$ cat src/rtl/uart_hex_printer.sv
// uart_hex_printer: captures a binary value on request and streams its ASCII
// hex form ("0x" prefix, MSB-first digits, CR LF) into a UART TX enqueue port.
//
// Ports:
//   clk      - system clock
//   rst_n    - asynchronous active-low reset
//   req      - print request, sampled only while busy=0
//   value    - value to print, captured on the accepted req cycle
//   busy     - high from the cycle after acceptance through the done cycle
//   done     - one-cycle pulse after the last byte has been enqueued
//   tx_start - one-cycle enqueue strobe per byte
//   tx_data  - byte qualified by tx_start (holds its last value otherwise)
//   tx_ready - transmitter FIFO can accept a byte (registered, one cycle late)
module uart_hex_printer #(
    parameter int unsigned DATA_WIDTH = 32,
    parameter bit          PREFIX_EN  = 1'b1,
    parameter bit          NEWLINE_EN = 1'b1
) (
    input  logic                  clk,
    input  logic                  rst_n,
    input  logic                  req,
    input  logic [DATA_WIDTH-1:0] value,
    output logic                  busy,
    output logic                  done,
    output logic                  tx_start,
    output logic [7:0]            tx_data,
    input  logic                  tx_ready
);

    localparam int unsigned N     = DATA_WIDTH / 4;
    localparam int unsigned CW    = $clog2(N) + 1;
    localparam int unsigned NSLOT = 1 << CW;
    localparam logic [CW-1:0] LAST_DIGIT = CW'(N - 1);

    typedef enum logic [2:0] {
        S_IDLE  = 3'd0,
        S_PFX0  = 3'd1,
        S_PFX1  = 3'd2,
        S_DIGIT = 3'd3,
        S_CR    = 3'd4,
        S_LF    = 3'd5,
        S_GAP   = 3'd6,
        S_DONE  = 3'd7
    } state_t;

    state_t                state_q, state_d;
    state_t                ret_q, ret_d;      // emit state to resume after GAP
    logic [CW-1:0]         cnt_q, cnt_d;
    logic [DATA_WIDTH-1:0] cap_q, cap_d;

    logic                  busy_d, done_d, tx_start_d;
    logic [7:0]            tx_data_d;

    // Nibble table indexed by the digit counter; padded to a power of two so
    // every counter value addresses a defined slot.
    logic [3:0] nib_slot [NSLOT];

    for (genvar k = 0; k < NSLOT; k++) begin : g_slot
        if (k < N) begin : g_used
            assign nib_slot[k] = cap_q[DATA_WIDTH-1-4*k -: 4];
        end else begin : g_pad
            assign nib_slot[k] = 4'h0;
        end
    end

    logic [3:0] nib_c;
    logic [7:0] digit_ascii_c;
    logic [7:0] byte_c;
    logic       push_c;

    assign nib_c         = nib_slot[cnt_q];
    assign digit_ascii_c = (nib_c <= 4'd9) ? (8'h30 + 8'(nib_c))
                                           : (8'h41 + 8'(nib_c - 4'd10));

    // State and datapath registers, plus registered outputs.
    always_ff @(posedge clk or negedge rst_n) begin
        if (!rst_n) begin
            state_q  <= S_IDLE;
            ret_q    <= S_IDLE;
            cnt_q    <= '0;
            cap_q    <= '0;
            busy     <= 1'b0;
            done     <= 1'b0;
            tx_start <= 1'b0;
            tx_data  <= 8'h00;
        end else begin
            state_q  <= state_d;
            ret_q    <= ret_d;
            cnt_q    <= cnt_d;
            cap_q    <= cap_d;
            busy     <= busy_d;
            done     <= done_d;
            tx_start <= tx_start_d;
            tx_data  <= tx_data_d;
        end
    end

    // Next-state logic.
    always_comb begin
        state_d = state_q;
        ret_d   = ret_q;
        cnt_d   = cnt_q;
        cap_d   = cap_q;
        unique case (state_q)
            S_IDLE: begin
                // busy is still high during the done cycle, which blocks re-accept
                if (req && !busy) begin
                    cap_d   = value;
                    cnt_d   = '0;
                    state_d = PREFIX_EN ? S_PFX0 : S_DIGIT;
                end
            end
            S_PFX0: begin
                if (tx_ready) begin
                    state_d = S_GAP;
                    ret_d   = S_PFX1;
                end
            end
            S_PFX1: begin
                if (tx_ready) begin
                    state_d = S_GAP;
                    ret_d   = S_DIGIT;
                end
            end
            S_DIGIT: begin
                if (tx_ready) begin
                    state_d = S_GAP;
                    if (cnt_q == LAST_DIGIT) begin
                        ret_d = NEWLINE_EN ? S_CR : S_DONE;
                    end else begin
                        cnt_d = cnt_q + CW'(1);
                        ret_d = S_DIGIT;
                    end
                end
            end
            S_CR: begin
                if (tx_ready) begin
                    state_d = S_GAP;
                    ret_d   = S_LF;
                end
            end
            S_LF: begin
                if (tx_ready) begin
                    state_d = S_GAP;
                    ret_d   = S_DONE;
                end
            end
            S_GAP:   state_d = ret_q;
            S_DONE:  state_d = S_IDLE;
            default: state_d = S_IDLE;
        endcase
    end

    // Output logic: values loaded into the output registers on the next edge.
    always_comb begin
        push_c = 1'b0;
        byte_c = 8'h00;
        unique case (state_q)
            S_PFX0:  begin push_c = tx_ready; byte_c = 8'h30;         end
            S_PFX1:  begin push_c = tx_ready; byte_c = 8'h78;         end
            S_DIGIT: begin push_c = tx_ready; byte_c = digit_ascii_c; end
            S_CR:    begin push_c = tx_ready; byte_c = 8'h0D;         end
            S_LF:    begin push_c = tx_ready; byte_c = 8'h0A;         end
            default: begin push_c = 1'b0;     byte_c = 8'h00;         end
        endcase

        tx_start_d = push_c;
        tx_data_d  = push_c ? byte_c : tx_data;
        done_d     = (state_q == S_DONE);
        // Keep busy high through the cycle in which done is visible.
        busy_d     = (state_d != S_IDLE) || (state_q == S_DONE);
    end

endmodule

$ cat config.mk
export PLATFORM = sky130hd
export DESIGN_NAME = uart_hex_printer
export DESIGN_NICKNAME = d
export VERILOG_FILES = /design/src/rtl/uart_hex_printer.sv
export SDC_FILE = /design/constraint.sdc
export NUM_CORES = 1
export LEC_CHECK = 0
export BUFFER_PORTS_ARGS = -buffer_cell sky130_fd_sc_hd__buf_4
export CAP_MARGIN = 0
export CORE_UTILIZATION = 60
export DETAILED_ROUTE_END_ITERATION = 7
export PLACE_DENSITY = 0.88
export SLEW_MARGIN = 0
export SYNTH_ARGS = -nofsm -noshare
export SYNTH_HDL_FRONTEND = slang
export SYNTH_SLANG_ARGS = --single-unit
export TNS_END_PERCENT = 5
$ cat constraint.sdc
create_clock -name clk -period 4.26 [get_ports clk]
set_input_delay 0.213 -clock clk [delete_from_list [all_inputs] [get_ports clk]]
set_output_delay 0.213 -clock clk [all_outputs]
set_load 0.01 [all_outputs]
==> reports/metrics.yaml <==
synthArstFlopShare: 1.00
clk_path_buf_depth: 2
wire_per_inst_um: 15.2
ys_ff_latch: 52
cts_tree: "built"
synthFlopType: "dfrtp_1"
setup_tns_ps: 0
grt_pass1_wl_um: 10100
synth_xor_area_frac: 0.00949
fin_skew_ps: 9.47
reg2reg_from: "cnt_q[1]"
synthSimpleGateAreaFrac: 0.234
cap_violations: 0
synth_fa_ha_area_frac: 0.0226
rsz0062_at_grt: "no"
maxSlewViolCount: 0
synth_top_family_by_area: "simple AND/OR/NAND/NOR gates"
cp.required_ps: 4480
grt-ovfl-total: 0
via_count: 2299
synth_cell_types: 49
arrival_ps: 3330
drt-pass1-iter-count: 4
crit_path_start_kind: "flip-flop"
ys_warn_count: 0
clk_pin_slew_worst_paths_ps: 90
grt.total_usage: 0.269
cellPowerDensity_mw_per_mm2: 680
syn-cell-area_mm2: 0.00277
cp-startpoint: "cnt_q[1]"
ctsHoldBuffers: 1
whs_ps: 90.6
synth-compound-area-share: 0.118
numClockSinks: 52
status: "completed"
drt-total-wl_um: 5900
synthMuxAreaShare: 0.0944
min_from: "value[31]"
antenna_found_initial: 0
setup_viol: 0
slowest_delay_ps: 780
synth.area.top_cells: "dfrtp_1 (47%), nand2_1 (15%), mux4_2 (4.1%)"
hold_path.class: "in2reg"
htree_levels: 2
antenna_cells: 0
cp_cell_sequence: "mux4_1 -> mux2i_1 -> nor2_1 -> inv_1 -> ha_1 -> nor2_1 -> a41oi_1 -> nor3_1 -> o31ai_1"
dieArea_mm2: 0.00489
netlist_instances: 305
crit_family: "multiplexers"
slew_headroom: 0.194
crit_buf_inv: 1
drc: 0
start_util: 0.632
critPathSlowestCell: "dfrtp_1"
portBuffers: 45
cp-end-kind: "flip-flop"
cts_resized: 0
yosys.area.top_type: "dfrtp_1"
cts_made_buffers: 5
nNetsFinal: 378
area_growth_pct: 14.1
avgViaCountPerCell: 5.91
synth.most_common_cell: "nand2_1"
crit_top_cell: "nor2_1"
fp-row-count: 24
routabilityCongestion: 0.942
ios: 47
chipWidth_um: 69.9
tightestPinTransition_ps: 1210
dp.final_hpwl_um: 4280
worst-path-max-fanout: 16
finalHoldViolCount: 0
synth_enable_flop_cells: 0
p_leak_nw: 1.55
seq_area_frac_synth: 0.470
coreArea_mm2: 0.00438
avgSynthCellArea_um2: 9.08
grt_max_degree: 53
vdd_ir_drop_max_v: 0.000379
postCtsSetupBuffers: 0
fp.dieH_um: 69.9
root_buffer: "clkbuf_8"
period_minus_slack_ps: 3120
fin_crit_sh: 0.732
fmax_mhz: 321
crit_type: "reg2reg"
clk_latency_ps: 310
yosys-top-cells-count: "nand2_1 (110), dfrtp_1 (52), clkbuf_1 (16)"
antenna_left: 0
drive_gt1_frac: 0.178
drt_iter0_markers: 148
grt_pass1_vias: 2250
synth_fp_nets: 346
yosysTopAreaCellShare: 0.470
[placed cells by master, fill, tap and decap left out, types with 3 or more instances in the layout]
cell / instances
nand3b_1: 4
nor4_1: 3
dfrtp_1: 52
xnor2_1: 3
mux2i_1: 7
clkbuf_8: 5
nor2_1: 10
a21oi_1: 5
mux4_1: 3
inv_1: 8
o21ai_0: 14
and3_1: 3
nand3_1: 7
o221ai_1: 3
o211ai_1: 3
mux4_2: 5
nand2_1: 110
ha_1: 5
buf_4: 46
[sequential cells by signal, indices dropped and copies added (netlist names)]
name      count
cap_q        32
tx_data       7
cnt_q         4
ret_q         3
state_q       3
busy          1
done          1
tx_start      1
[tightest hold or removal path, stage by stage]
cell and delay (ps):
buf_4 70, nand2_1 40, nand2_1 40
[cells by family (layout without fill, tap and decap cells)]
| logic type | Yosys count | after routing |
|---|---|---|
| buffers and inverters | 30 | 62 |
| adders and majority gates | 5 | 5 |
| AOI/OAI and AO/OA | 47 | 47 |
| other | 1 | 1 |
| xor gates and xnor gates | 3 | 3 |
| muxes | 15 | 15 |
| and+or+nand+nor | 152 | 152 |
| DFF | 52 | 52 |
[metrics by stage]
stage	power [mW]	setup WS, ps	util	std cells	instance area [um^2]
floorplan	1.62	1850	-	305	2770
global placement	1.85	1290	0.701	381	3070
finish	2.15	1140	0.721	389	3160
global route	2.32	866	0.721	389	3160
CTS	2.16	1130	0.721	389	3160
detailed placement	1.89	1160	0.701	381	3070
[area by class of cell]
cell class	count	area (um^2)
multi-input combinational	223	1330
sequential	52	1300
fill	345	1220
timing repair buffer	47	355
clock buffer	6	72.6
tap	52	65.1
inverter	8	30.0
clock inverter	1	5.00
[power breakdown]
part | total, mW | internal [mW] | switching (mW)
Combinational | 0.967 | 0.472 | 0.495
Sequential | 0.914 | 0.694 | 0.220
Clock | 0.267 | 0.112 | 0.155
[path summary, 6_finish.rpt]
check	cells past startpoint	slack [ps]	endpoint
setup / recovery	9	1140	tx_data[3]
hold / removal	3	90	cap_q[31]
setup reg to reg	9	1140	tx_data[3]
hold reg to reg	2	480	cap_q[16]
max in group asynchronous	2	3350	cap_q[17]
min in group asynchronous	2	470	ret_q[0]
[layer usage]
layer,track usage,vias to the layer above,part of all wire
li1,-,1105,-
met1,0.340,1113,0.43
met4,0.136,0,0.028
met2,0.440,63,0.50
met3,0.0534,18,0.039
met5,0,-,0
No activity file was read; power rests on OpenSTA's default activity.
